==> src/rtl/mbgd_phase2_sched_if.sv <==
// Handshake and data bundle between the MBGD phase-2 sequencer and its surroundings.
// MBGD_P2_GMAX_EN adds the g_absmax status output.
interface mbgd_phase2_sched_if #(
  parameter int DW1      = 8,
  parameter int N        = 8,
  parameter int COL_BITS = 4
);
  logic                start;
  logic                abort;
  logic                busy;
  logic                done;
  logic                col_rd_en;
  logic [COL_BITS-1:0] col_addr;
  logic [DW1*N-1:0]    col_rd_data;
  logic                p2_enable;
  logic [DW1*N-1:0]    p2_x_col;
  logic [DW1-1:0]      p2_g;
  logic                g_wr_en;
  logic [COL_BITS-1:0] g_wr_addr;
  logic [DW1-1:0]      g_wr_data;
`ifdef MBGD_P2_GMAX_EN
  logic [DW1-1:0]      g_absmax;
`endif

  modport master (
    input  start, abort, col_rd_data, p2_g,
    output busy, done, col_rd_en, col_addr, p2_enable, p2_x_col,
           g_wr_en, g_wr_addr, g_wr_data
`ifdef MBGD_P2_GMAX_EN
    , output g_absmax
`endif
  );

  modport slave (
    output start, abort, col_rd_data, p2_g,
    input  busy, done, col_rd_en, col_addr, p2_enable, p2_x_col,
           g_wr_en, g_wr_addr, g_wr_data
`ifdef MBGD_P2_GMAX_EN
    , input g_absmax
`endif
  );
endinterface

==> src/rtl/mbgd_phase2_sched.sv <==
// MBGD phase-2 sequencer: streams columns into the gradient datapath and stores returned bytes.
// Optional MBGD_P2_GMAX_EN tracks the largest |g| written during a pass.
//
//  state | meaning
//  IDLE  | waiting for start
//  RUN   | issuing one column read per cycle
//  DRAIN | waiting for in-flight tags to leave the datapath
//  DONE  | one-cycle completion pulse
module mbgd_phase2_sched #(
  parameter int DW1      = 8,
  parameter int N        = 8,
  parameter int NUM_COLS = 16,
  parameter int COL_BITS = 4,
  parameter int PIPE_LAT = 3
) (
  input  logic                 clk,
  input  logic                 resetn,
  mbgd_phase2_sched_if.master  bus
);

  localparam int TAG_DEPTH = PIPE_LAT + 1;
  localparam logic [COL_BITS-1:0] LAST_COL = COL_BITS'(NUM_COLS - 1);

  typedef enum logic [1:0] {S_IDLE, S_RUN, S_DRAIN, S_DONE} state_t;

  state_t                              state_q, state_d;
  logic [COL_BITS-1:0]                 cnt_q, cnt_d;
  logic [TAG_DEPTH-1:0]                tag_vld_q, tag_vld_d;
  logic [TAG_DEPTH-1:0][COL_BITS-1:0]  tag_addr_q, tag_addr_d;
  logic                                start_ok;
  logic [DW1*N-1:0]                    x_col;

  assign start_ok = (state_q == S_IDLE) && bus.start && !bus.abort;

  always_comb begin
    state_d    = state_q;
    cnt_d      = cnt_q;
    tag_vld_d  = {tag_vld_q[TAG_DEPTH-2:0], 1'b0};
    tag_addr_d = {tag_addr_q[TAG_DEPTH-2:0], {COL_BITS{1'b0}}};

    case (state_q)
      S_IDLE: begin
        if (start_ok) begin
          state_d = S_RUN;
          cnt_d   = '0;
        end
      end
      S_RUN: begin
        tag_vld_d[0]  = 1'b1;
        tag_addr_d[0] = cnt_q;
        cnt_d         = cnt_q + 1'b1;
        if (cnt_q == LAST_COL) begin
          state_d = S_DRAIN;
          cnt_d   = '0;
        end
      end
      S_DRAIN: begin
        // Only the output stage left means the last write is happening now.
        if (!(|tag_vld_q[TAG_DEPTH-2:0])) state_d = S_DONE;
      end
      S_DONE:  state_d = S_IDLE;
      default: state_d = S_IDLE;
    endcase

    if (bus.abort && (state_q != S_IDLE)) begin
      state_d    = S_IDLE;
      cnt_d      = '0;
      tag_vld_d  = '0;
      tag_addr_d = '0;
    end
  end

  always_ff @(posedge clk or negedge resetn) begin
    if (!resetn) begin
      state_q    <= S_IDLE;
      cnt_q      <= '0;
      tag_vld_q  <= '0;
      tag_addr_q <= '0;
    end else begin
      state_q    <= state_d;
      cnt_q      <= cnt_d;
      tag_vld_q  <= tag_vld_d;
      tag_addr_q <= tag_addr_d;
    end
  end

  assign x_col         = bus.col_rd_data;
  assign bus.p2_x_col  = x_col;
  assign bus.busy      = (state_q != S_IDLE);
  assign bus.done      = (state_q == S_DONE);
  assign bus.col_rd_en = (state_q == S_RUN);
  assign bus.col_addr  = cnt_q;
  assign bus.p2_enable = (state_q == S_RUN) || (state_q == S_DRAIN);
  assign bus.g_wr_en   = tag_vld_q[TAG_DEPTH-1];
  assign bus.g_wr_addr = tag_addr_q[TAG_DEPTH-1];
  assign bus.g_wr_data = tag_vld_q[TAG_DEPTH-1] ? bus.p2_g : '0;

`ifdef MBGD_P2_GMAX_EN
  logic [DW1-1:0] absmax_q, absmax_d;
  logic [DW1-1:0] g_abs;

  // Most negative code has no positive twin, so it saturates.
  always_comb begin
    g_abs = bus.p2_g;
    if (bus.p2_g[DW1-1]) begin
      if (bus.p2_g == {1'b1, {(DW1-1){1'b0}}}) g_abs = {1'b0, {(DW1-1){1'b1}}};
      else                                     g_abs = -bus.p2_g;
    end
  end

  always_comb begin
    absmax_d = absmax_q;
    if (start_ok)                                       absmax_d = '0;
    else if (tag_vld_q[TAG_DEPTH-1] && (g_abs > absmax_q)) absmax_d = g_abs;
  end

  always_ff @(posedge clk or negedge resetn) begin
    if (!resetn) absmax_q <= '0;
    else         absmax_q <= absmax_d;
  end

  assign bus.g_absmax = absmax_q;
`endif

endmodule

==> src/flat_wrapper.sv <==
// flat-port wrapper written by rule: the top's interface ports become plain ports
module mbgd_phase2_sched_flat 
#(
  parameter int DW1      = 8,
  parameter int N        = 8,
  parameter int NUM_COLS = 16,
  parameter int COL_BITS = 4,
  parameter int PIPE_LAT = 3
)
  (clk, resetn, bus_start, bus_abort, bus_col_rd_data, bus_p2_g, bus_busy, bus_done, bus_col_rd_en, bus_col_addr, bus_p2_enable, bus_p2_x_col, bus_g_wr_en, bus_g_wr_addr, bus_g_wr_data);
  mbgd_phase2_sched_if #(.DW1(DW1), .N(N), .COL_BITS(COL_BITS)) bus_i ();
  input  logic clk;
  input  logic resetn;
  input wire logic [$bits(bus_i.start)-1:0] bus_start;
  input wire logic [$bits(bus_i.abort)-1:0] bus_abort;
  input wire logic [$bits(bus_i.col_rd_data)-1:0] bus_col_rd_data;
  input wire logic [$bits(bus_i.p2_g)-1:0] bus_p2_g;
  output wire logic [$bits(bus_i.busy)-1:0] bus_busy;
  output wire logic [$bits(bus_i.done)-1:0] bus_done;
  output wire logic [$bits(bus_i.col_rd_en)-1:0] bus_col_rd_en;
  output wire logic [$bits(bus_i.col_addr)-1:0] bus_col_addr;
  output wire logic [$bits(bus_i.p2_enable)-1:0] bus_p2_enable;
  output wire logic [$bits(bus_i.p2_x_col)-1:0] bus_p2_x_col;
  output wire logic [$bits(bus_i.g_wr_en)-1:0] bus_g_wr_en;
  output wire logic [$bits(bus_i.g_wr_addr)-1:0] bus_g_wr_addr;
  output wire logic [$bits(bus_i.g_wr_data)-1:0] bus_g_wr_data;
  assign bus_i.start = bus_start;
  assign bus_i.abort = bus_abort;
  assign bus_i.col_rd_data = bus_col_rd_data;
  assign bus_i.p2_g = bus_p2_g;
  assign bus_busy = bus_i.busy;
  assign bus_done = bus_i.done;
  assign bus_col_rd_en = bus_i.col_rd_en;
  assign bus_col_addr = bus_i.col_addr;
  assign bus_p2_enable = bus_i.p2_enable;
  assign bus_p2_x_col = bus_i.p2_x_col;
  assign bus_g_wr_en = bus_i.g_wr_en;
  assign bus_g_wr_addr = bus_i.g_wr_addr;
  assign bus_g_wr_data = bus_i.g_wr_data;
  mbgd_phase2_sched #(.DW1(DW1), .N(N), .NUM_COLS(NUM_COLS), .COL_BITS(COL_BITS), .PIPE_LAT(PIPE_LAT)) u_core (.clk(clk), .resetn(resetn), .bus(bus_i));
endmodule
==> config.mk <==
export PLATFORM = sky130hd
export DESIGN_NAME = mbgd_phase2_sched_flat
export DESIGN_NICKNAME = d
export VERILOG_FILES = /design/src/rtl/mbgd_phase2_sched_if.sv /design/src/rtl/mbgd_phase2_sched.sv /design/src/flat_wrapper.sv
export SDC_FILE = /design/constraint.sdc
export NUM_CORES = 1
export LEC_CHECK = 0
export CAP_MARGIN = 20
export CORE_MARGIN = 5
export CORE_UTILIZATION = 32
export CTS_CLUSTER_DIAMETER = 80
export DETAILED_ROUTE_END_ITERATION = 10
export HOLD_SLACK_MARGIN = 0.02
export PLACE_DENSITY = 0.89
export SKIP_CTS_REPAIR_TIMING = 1
export SYNTH_ARGS = -nofsm -noshare
export SYNTH_HDL_FRONTEND = slang
export SYNTH_SLANG_ARGS = --single-unit
==> constraint.sdc <==
create_clock -name clk -period 2.8 [get_ports clk]
set_input_delay 0.56 -clock clk [delete_from_list [all_inputs] [get_ports clk]]
set_output_delay 0.56 -clock clk [all_outputs]
set_load 0.01 [all_outputs]
### Yosys cells after proc, flatten, opt, wreduce, memory -nomap -nowiden

Cells that the tools add are included.

| word-level totals | value |
|---|---|
| flip-flop bits (word level) | 26 |
| latch bits | 0 |
| memory bits (writable) | 0 |
| ROM bits | 0 |
| bits of input ports | 76 |
| output and inout bits | 85 |
| logic and storage cells | 40 |
| memories | 0 |

| operators by class | value |
|---|---|
| add/subtract/negate cells | 1 |
| multipliers | 0 |
| div/mod/pow operators | 0 |
| $lt $le $gt $ge | 0 |
| eq/ne operators | 7 |
| shift operators | 0 |
| mux-type cells | 14 |
| bitwise gates (word level) | 0 |
| reductions and logical operators | 11 |

Operators by type and width:

| operator | number |
|---|---|
| $mux 4 | 5 |
| $mux 16 | 1 |
| $mux 2 | 4 |
| $mux 8 | 1 |
| $pmux 2 s4 | 1 |
| $pmux 4 s2 | 1 |
| $add 4x1->4 const B | 1 |
| $eq 2x2->1 const B | 2 |
| $eq 4x4->1 const B | 1 |
| $logic_and 1x1->1 | 3 |
| $ne 3x1->1 const B | 1 |
| $ne 3x2->1 const B | 1 |
| $ne 3x3->1 const B | 1 |
| $reduce_and 3->1 | 1 |
| $reduce_bool 3->1 | 1 |
| $reduce_or 3->1 | 1 |
| $eq 2x1->1 const B | 1 |
| $logic_not 2->1 | 1 |
| $reduce_and 2->1 | 1 |
| $reduce_bool 2->1 | 1 |
| $logic_not 1->1 | 1 |
| $logic_or 1x1->1 | 1 |
| $mux 1 | 1 |

### Longest topological paths before layout

Gate-level depths: netlist of run 1.

| logic depth | value |
|---|---|
| depth after elaboration | 6 |
| mapped depth | 7 |
| depth with buffers taken out | 7 |

### Least setup slack after synthesis of run 1

OpenSTA, ideal clock, no wires.

| timing path | value |
|---|---|
| path type | reg2reg |
| start point | register u_core.state_q[1] |
| end point | register u_core.cnt_q[0] (netlist: u_core.bus.col_addr[0]) |
| setup time | 0.125 ns |
| data arrival time | 1.305 ns |
| required time | 2.675 ns |
| setup slack | 1.370 ns |
| cell stages (with the launch flop) | 7 |
| buffers on the path | 0 |
| clock period less this slack | 1.430 ns |
| cell sequence | dfrtp_1 > inv_1 > ha_1 > inv_1 > a21oi_4 > nor2_4 > mux2_4 |

| between the ends | value |
|---|---|
| elaborated cells between the ends (all ways) | 11 |
| those cells by class | eq/ne (2); mux (2); reduce/logical (7) |

RTL lines:

| item | RTL line | RTL |
|---|---|---|
| from (decl) | mbgd_phase2_sched.sv:26 | `state_t state_q, state_d;` |
| from (signal assigned) | mbgd_phase2_sched.sv:80 | `state_q <= state_d;` |
| $reduce_bool 2->1 (*) | n/a |  |
| via bus_busy | flat_wrapper.sv:18 | `output wire logic [$bits(bus_i.busy)-1:0] bus_busy;` |
| $logic_and 1x1->1 (*) | mbgd_phase2_sched.sv:65 | `if (bus.abort && (state_q != S_IDLE)) begin` |
| $ne 3x2->1 (no line) / $reduce_bool 3->1 (equally long branches) | n/a |  |
| $reduce_and 2->1 (no line) | n/a |  |
| to (signal assigned) | mbgd_phase2_sched.sv:81 | `cnt_q <= cnt_d;` |
| to (decl) | mbgd_phase2_sched.sv:27 | `logic [COL_BITS-1:0] cnt_q, cnt_d;` |

The timed path passes the listed nets; every way through them passes the cells marked *.
A chain may end at the register's enable or synchronous reset.

### Worst setup path after layout of run 1

| timing path | value |
|---|---|
| start point | input bus_p2_g[5] |
| end point | output bus_g_wr_data[5] |

| between the ends | value |
|---|---|
| cells in the longest elaborated chain, start to end | 1 |

RTL lines:

| item | RTL line | RTL |
|---|---|---|
| from (decl) | flat_wrapper.sv:17 | `input wire logic [$bits(bus_i.p2_g)-1:0] bus_p2_g;` |
| $mux 8 | mbgd_phase2_sched.sv:96 | `assign bus.g_wr_data = tag_vld_q[TAG_DEPTH-1] ? bus.p2_g : '0;` |
| to (decl) | flat_wrapper.sv:26 | `output wire logic [$bits(bus_i.g_wr_data)-1:0] bus_g_wr_data;` |

No other way between the ends.

==> metrics.txt, run 1 <==
Hold Crit Start u_core.tag_addr_q[11]; Hold Path End u_core.bus.g_wr_addr[3]; Main synth FF type dfrtp_1; syn_nets 244; total gr overflow 0; port buffer count 32; Hold Crit Depth 1; Final TNS setup 0 ps; GRT Total Usage 0.1028; Register-to-Register Path Depth 6; max-slew violation count 0; drt wl/cell 18.75 microns; clock latency on the worst-skew pair 260 ps; chip width 81.95 microns; H-tree depth 1; ys async rst share 1.000; initial antenna violation count 0; Cell Area, Synth 0.001657 sq mm; r2r endpoint u_core.state_q[0]; area of the multi-input gates 466.7 sq um; antenna viol nets, final 0; Reg-to-Reg Start u_core.state_q[0]; RSZ-0062 raised after global routing false; final setup fails 0; Initial Util 0.3264; Storage cell area 650.6 sq um; placed inst area 0.001551 sq mm; #FFs+latches synth 26; average size of a mapped cell 10.23 sq um; Die Span Y 81.95 microns; largest net degree at the start of global routing 27; Die ar. 0.006716 sq mm; Mapped Cells 162; # rows 26; Hold Vio Cnt, Final 0; clock-pin slew on the worst setup and hold paths 80 ps; Fillers 532; total power 1.251 mW; crit path launch bus_p2_g[5]; placed cell count 195; WP data arrival 1720 ps; core area 0.005075 sq mm; worst clock skew 3.908 ps; vias in the first global route 805; Detailed Place HPWL 3135 microns; vias 858; DR vias/cell 4.333; HP Class reg -> reg; Layout area overhead -3.852%; n_diodes 0; global-route wire length before repair 4843 microns; relative slew slack 0.5508; CP Launch Type input port; Layout Utilization 0.3139; nets 212; synth warn 0; CP max FO 1; worst path required time 2240 ps; DR pass1 iterations 4; Worst R2R Setup Slack 770 ps; CTS Buffer Depth 2; P per Cell Area 785.7 mW/mm^2; DRC 0; TritonCTS clock tree done; Top Ports 161; CP Capture Type primary output; clock sinks 26; initial detailed-routing violation count 41; final worst path period share 0.8145; Pleak 0.7474 nW; max-cap viol count 0; WS Path Type in -> out; Slew @ Worst Pin 673.8 ps; worst vdd ir 0.4616 mV; status finished, final reports clean; sequential area share after synthesis 0.3927; Final Cell Area 0.001593 sq mm; final WL 3713 microns; min cycle time layout 2280 ps; GPL Wtd Cong 0.8607; layout cells sized above 1 0.08594; minimum hold slack 448.8 ps; fmax 438.5 MHz; EDFF count, synth 0; CTS Root Buffer Type clkbuf_8; cts bufs inserted 3; Place WS 503.5 ps; Final Non-Filler Cells 198; setup ws final 519.5 ps; Cell variety after synth 26
-- how the worst max path moves through the flow --
| stage | end |
|---|---|
| after floorplan | u_core.bus.col_addr[0] |
| after global placement | bus_g_wr_data[5] |
| after detailed placement | bus_g_wr_data[5] |
| after CTS | bus_g_wr_data[5] |
| after global routing | bus_col_rd_en |
| final | bus_g_wr_data[5] |
-- registers in the layout (all words and copies together) (netlist names) --
| signal | flops |
|---|---|
| u_core.tag_addr_q | 12 |
| u_core.bus.g_wr_addr | 4 |
| u_core.bus.col_addr | 4 |
| u_core.tag_vld_q | 4 |
| u_core.state_q | 2 |
-- cell usage after synthesis, types with 2 or more instances --
master / n / area share
nand2_1: 2 / 0.0045
o2bb2ai_1: 2 / 0.011
a21oi_1: 2 / 0.0060
buf_4: 68 / 0.31
and2_1: 23 / 0.087
inv_1: 4 / 0.0091
nand3_1: 3 / 0.0091
ha_1: 6 / 0.045
o22ai_1: 2 / 0.0076
buf_2: 2 / 0.0060
and3_1: 5 / 0.019
mux2_4: 2 / 0.018
dfrtp_1: 26 / 0.39
mux2i_1: 3 / 0.018
-- cell usage in the layout, fill, tap and decap left out --
cell type        netlist  layout
o21ai_1                1       1
nor2_1                 1       1
mux2_4                 2       2
mux2i_1                3       3
o22ai_1                2       2
buf_4                 68       1
clkbuf_8               0       3
clkdlybuf4s50_1        0      32
a21oi_1                2       2
nor2_2                 1       1
nor2_4                 1       1
and3_1                 5       5
nand2b_4               1       1
o311ai_1               1       1
nor2b_1                1       1
and2_1                23      23
nand2_1                2       2
inv_2                  1       1
nand3b_1               1       1
inv_1                  4       4
a21oi_4                1       1
o2bb2ai_1              2       2
ha_1                   6       6
nand3_1                3       3
dfrtp_1               26      26
nand2b_1               1       1
nand4b_1               1       1
-- kinds of logic after synthesis --
kind of cell	after synthesis	synth area share
buffers and inverters	75	0.3255
and+or+nand+nor	41	0.1579
DFF	26	0.3927
AOI/OAI and AO/OA	9	0.04230
adders and majority gates	6	0.04532
muxes	5	0.03626
-- routing by layer --
metal,GRT usage,share of wire,vias to the layer above
met5,0,0,-
met4,0.02658,0.0086,0
met3,0.1086,0.26,5
met2,0.1664,0.48,94
met1,0.08552,0.25,376
li1,-,-,383
-- power breakdown --
group	switching [mW]	total [mW]	internal, mW
clock	0.104	0.200	0.0962
combinational	0.287	0.570	0.283
sequential	0.0495	0.481	0.432
total	0.440	1.25	0.811
-- cell type report --
type | instances | share of cell area
sequential | 26 | 0.4085
multi-input combinational | 61 | 0.2930
timing repair buffer | 33 | 0.2058
tap | 70 | 0.05499
clock buffer | 3 | 0.02592
inverter | 5 | 0.01178
-- worst max-delay path, cell delays in order --
cell             delay [ps]
clkdlybuf4s50_1         460
and2_1                  120
clkdlybuf4s50_1         580
No activity file was read; power rests on OpenSTA's default activity.
==> run 2, diff against run 1 <==
--- a/config.mk
+++ b/config.mk
@@ -7,11 +7,11 @@
 export LEC_CHECK = 0
 export CAP_MARGIN = 20
 export CORE_MARGIN = 5
-export CORE_UTILIZATION = 32
+export CORE_UTILIZATION = 30
 export CTS_CLUSTER_DIAMETER = 80
 export DETAILED_ROUTE_END_ITERATION = 10
 export HOLD_SLACK_MARGIN = 0.02
-export PLACE_DENSITY = 0.89
+export PLACE_DENSITY = 0.84
 export SKIP_CTS_REPAIR_TIMING = 1
 export SYNTH_ARGS = -nofsm -noshare
 export SYNTH_HDL_FRONTEND = slang
==> constraint.sdc (replaced) <==
create_clock -name clk -period 2.1 [get_ports clk]
set_input_delay 0.42 -clock clk [delete_from_list [all_inputs] [get_ports clk]]
set_output_delay 0.42 -clock clk [all_outputs]
set_load 0.01 [all_outputs]
==> run 2 against run 1 <==
Sequential share of layout area is 1.5 points lower. Register-to-register slack worse by 300 ps. Die area is 5.8% higher. Utilization is 1.0 points lower. Sequential power is 34% higher. Via count is 7.6% higher. Routed wire length is 17% lower. Clock-buffer cell count is 1 higher. Largest cell class unchanged.
==> metrics.txt, run 2 (synthesized netlist as in run 1, its figures left out) <==
Top Ports 161 (unchanged); clock sinks 26 (unchanged); TritonCTS clock tree done; DR vias/cell 4.481 (+3.4%); clock-pin slew on the worst setup and hold paths 80 ps (about the same); vias 923 (+7.6%); DRC 0 (unchanged); largest net degree at the start of global routing 27 (unchanged); vias in the first global route 884 (+9.8%); status finished, final reports clean; Register-to-Register Path Depth 6 (unchanged); total power 1.759 mW (+41%); CTS Buffer Depth 2 (unchanged); Final TNS setup 0 ps (unchanged); global-route wire length before repair 4747 microns (-2.0%); number of flip-flops in the largest register 12 (unchanged); Worst R2R Setup Slack 470 ps (-300 ps); Die Span Y 84.31 microns (+2.9%); layout cells sized above 1 0.1269 (+0.04093); clock latency on the worst-skew pair 260 ps (about the same); DR pass1 iterations 4 (unchanged); drt wl/cell 15.01 microns (-20%); worst clock skew 0.8999 ps (-3.008 ps); Reg-to-Reg Start u_core.state_q[0]; r2r endpoint u_core.state_q[0]; antenna viol nets, final 0 (unchanged); HP Class reg -> reg; placed cell count 199 (+2.1%); WS Path Type reg -> out; Layout Utilization 0.3037 (-0.01020); CP Launch Type flop; RSZ-0062 raised after global routing false; Pleak 0.7956 nW (+6.4%); min cycle time layout 1976 ps; Hold Vio Cnt, Final 0 (unchanged); commonest non-fill, non-tap cell in the layout clkdlybuf4s50_1; Hold Path End u_core.tag_addr_q[8]; setup ws final 123.7 ps (-395.8 ps); CP Capture Type primary output; H-tree depth 1 (unchanged); CTS Root Buffer Type clkbuf_8; initial detailed-routing violation count 49 (+20%); worst vdd ir 0.6377 mV (+38%); Biggest register u_core.tag_addr_q; n_diodes 0 (unchanged); final WL 3093 microns (-17%); Place WS 134.9 ps (-368.6 ps); fmax 506.0 MHz; GPL Wtd Cong 0.8191 (-4.8%); CP max FO 4 (+3); Slew @ Worst Pin 320.6 ps (-353.2 ps); Hold Crit Start u_core.tag_addr_q[4]; worst path required time 1680 ps (-560 ps); chip width 84.31 microns (+2.9%); cts bufs inserted 3 (unchanged); Die ar. 0.007108 sq mm (+5.8%); max-slew violation count 0 (unchanged); total gr overflow 0 (unchanged); # rows 27 (+3.8%); port buffer count 32 (unchanged); GRT Total Usage 0.08238 (-0.02044); initial antenna violation count 0 (unchanged); Initial Util 0.3046 (-0.02185); P per Cell Area 1065 mW/mm^2 (+36%); core area 0.005439 sq mm (+7.2%); max-cap viol count 0 (unchanged); commonest non-fill, non-tap cells in the layout clkdlybuf4s50_1 (30), dfrtp_1 (26), and2_1 (23), ha_1 (6), buf_4 (6); final setup fails 0 (unchanged); Detailed Place HPWL 2448 microns (-22%); nets 217 (+2.4%); WP data arrival 1560 ps (-160 ps); Final Non-Filler Cells 206 (+4.0%); final worst path period share 0.9411; Layout area overhead -0.3024%; relative slew slack 0.7863 (+0.2355); Hold Crit Depth 1 (unchanged)
run 2: changes by cell type in the layout (fill, tap and decap cells not counted), sizes merged:
cell           previous run  this run
dlymetal6s2s              0         2
buf                       1         6
clkdlybuf4s50            32        30
clkbuf                    3         4
run 2: how the worst max path moves through the flow:
stage	slack, ps	start	to	depth (start not counted)
6_report	120	u_core.state_q[1]	bus_col_rd_en	3
2_1_floorplan	670	u_core.state_q[1]	u_core.bus.col_addr[0]	6
5_1_grt	20	u_core.state_q[1]	bus_col_rd_en	3
3_3_place_gp	160	bus_p2_g[3]	bus_g_wr_data[3]	3
3_5_place_dp	130	bus_p2_g[1]	bus_g_wr_data[1]	3
4_1_cts	-60	u_core.state_q[0]	bus_busy	4
run 2: cell type report:
cell class | instances | area (sq um)
fill | 558 | 3787
clock buffer | 4 | 55.05
timing repair buffer | 38 | 370.4
multi-input combinational | 61 | 466.7
tap | 72 | 90.09
sequential | 26 | 650.6
inverter | 5 | 18.77
run 2: metrics by stage:
stage	area (sq um)	hold WS [ps]
2_1_floorplan	1657	124.4
3_3_place_gp	1569	430.0
3_5_place_dp	1569	433.4
4_1_cts	1624	453.3
5_1_grt	1652	467.3
6_report	1652	448.7
run 2: power breakdown:
part	leakage, nW	total (mW)	internal, mW	switching [mW]
Clock	0.0288	0.311	0.167	0.144
Sequential	0.356	0.643	0.576	0.0673
Combinational	0.410	0.804	0.418	0.387
run 2: layer usage:
| metal | GRT usage | routed length [microns] | up-vias |
|---|---|---|---|
| li1 | - | - | 391 |
| met1 | 0.08594 | 1020 | 425 |
| met2 | 0.1363 | 1524 | 83 |
| met3 | 0.04711 | 427 | 24 |
| met4 | 0.03216 | 122 | 0 |
| met5 | 0.006993 | 0 | - |
run 2: worst max-delay path: stages, from the launching register on:
cell and delay (ps):
dfrtp_1 420, inv_1 130, ha_1 200, clkdlybuf4s50_1 550
==> run 3, diff against run 2 <==
--- a/config.mk
+++ b/config.mk
@@ -6,6 +6,7 @@
 export NUM_CORES = 1
 export LEC_CHECK = 0
 export CAP_MARGIN = 20
+export CORE_ASPECT_RATIO = 0.75
 export CORE_MARGIN = 5
 export CORE_UTILIZATION = 30
 export CTS_CLUSTER_DIAMETER = 80
==> run 3 against run 2 <==
Highest routed layer unchanged. Sequential share of layout area decreased by 0.21 points. Non-clock buffer count fell by 1. Global-route usage fell by 1.1 points. First-iteration DRC count shrank 53%. Worst hold slack hardly changed.
==> metrics.txt, run 3 (synthesized netlist as in run 1, its figures left out) <==
total gr overflow 0 (unchanged); WS Path Type reg -> out; chip width 95.81 microns (+14%); P per Cell Area 1072 mW/mm^2 (+0.65%); Final Non-Filler Cells 208 (+0.97%); drt wl/cell 12.04 microns (-20%); antenna viol nets, final 0 (unchanged); commonest non-fill, non-tap cell in the layout clkdlybuf4s50_1; CP Capture Type primary output; commonest non-fill, non-tap cells in the layout clkdlybuf4s50_1 (30), dfrtp_1 (26), and2_1 (23); DR vias/cell 4.144 (-7.5%); Initial Util 0.3095 (+0.004913); CP max FO 8 (+4); vias 862 (-6.6%); final WL 2504 microns (-19%); GRT Total Usage 0.07147 (-0.01091); status finished, final reports clean; nets 216 (-0.46%); core area 0.005353 sq mm (-1.6%); relative slew slack 0.7879 (+0.001630); worst vdd ir 0.5990 mV (-6.1%); worst path required time 1680 ps (about the same); vias in the first global route 867 (-1.9%); M2 GR Usage 0.1055 (-0.03075); max-cap viol count 0 (unchanged); met3 Resource Use GR 0.05359 (+0.006484); layout cells sized above 1 0.1353 (+0.008473); min cycle time layout 1977 ps (+0.9790 ps); clock-pin slew on the worst setup and hold paths 80 ps (about the same); cts bufs inserted 3 (unchanged); final worst path period share 0.9415 (about the same); Die Span Y 74.36 microns (-12%); DRC 0 (unchanged); initial antenna violation count 0 (unchanged); GPL Wtd Cong 0.8268 (+0.94%); Pleak 0.7901 nW (-0.69%); Detailed Place HPWL 1895 microns (-23%); Slew @ Worst Pin 318.1 ps (-2.446 ps); port buffer count 32 (unchanged); WP data arrival 1560 ps (about the same); number of flip-flops in the largest register 12 (unchanged); largest net degree at the start of global routing 27 (unchanged); DR pass1 iterations 4 (unchanged); CP Launch Type flop; Layout area overhead 0.2264%; Biggest register u_core.tag_addr_q; fmax 505.8 MHz (about the same); TritonCTS clock tree done; met1 Use GR 0.07960 (-0.006336); clock sinks 26 (unchanged); CTS Buffer Depth 2 (unchanged); clock latency on the worst-skew pair 270 ps (about the same); final setup fails 0 (unchanged); H-tree depth 1 (unchanged); placed cell count 201 (+1.0%); initial detailed-routing violation count 23 (-53%); # rows 23 (-15%); worst clock skew 3.559 ps (+2.659 ps); GRT busiest layer met2; max-slew violation count 0 (unchanged); Hold Vio Cnt, Final 0 (unchanged); HP Class reg -> reg; n_diodes 0 (unchanged); Die ar. 0.007124 sq mm (+0.22%); global-route wire length before repair 3995 microns (-16%); RSZ-0062 raised after global routing false; CTS Root Buffer Type clkbuf_8; total power 1.779 mW (+1.2%); Top Ports 161 (unchanged)
==> run 3: cell types whose count changed in the layout (fill, tap and decap cells not counted), sizes merged <==
cell  previous run  this run
buf              6         5
==> run 3: layout make-up <==
class,count,area (sq um)
clock buffer,4,55.05
fill,564,3692
inverter,5,18.77
multi-input combinational,61,479.2
sequential,26,650.6
tap,75,93.84
timing repair buffer,37,362.8
==> run 3: per-layer routing <==
layer,vias to the layer above,wire length [microns]
met5,-,0
met4,0,42
met3,12,326
met2,59,1091
met1,403,1044
li1,388,-
==> run 3: report_power, final <==
part	leakage (nW)	internal (mW)	total [mW]	switching, mW
sequential	0.356	0.576	0.647	0.0712
combinational	0.405	0.422	0.821	0.400
clock	0.0288	0.167	0.311	0.144
==> run 3: final timing paths <==
kind	startpoint	endpoint	slack [ps]	cells past startpoint
max	u_core.state_q[1]	bus_col_rd_en	120	3
min	u_core.tag_addr_q[11]	u_core.bus.g_wr_addr[3]	450	1
max reg2reg	u_core.state_q[0]	u_core.state_q[0]	390	6
min reg2reg	u_core.tag_addr_q[11]	u_core.bus.g_wr_addr[3]	450	1
max in group asynchronous	resetn	u_core.tag_addr_q[7]	1340	2
min in group asynchronous	resetn	u_core.bus.g_wr_addr[3]	520	2
==> run 3: stage by stage <==
stage | setup TNS (ps) | cell area [sq um] | hold WS [ps] | util | setup slack, ps
2_1_floorplan | 0 | 1657 | 124.4 | - | 669.5
3_3_place_gp | 0 | 1565 | 430.9 | 0.2924 | 154.3
3_5_place_dp | 0 | 1565 | 432.2 | 0.2924 | 140.6
4_1_cts | -143.4 | 1620 | 450.7 | 0.3027 | -78.75
5_1_grt | 0 | 1660 | 469.0 | 0.3102 | 45.59
6_report | 0 | 1660 | 448.5 | 0.3102 | 122.8
==> run 3: worst max-delay path, cell delays in order (launching register included) <==
cell and delay [ps]:
dfrtp_1 440, inv_2 120, ha_4 180, clkdlybuf4s50_1 550
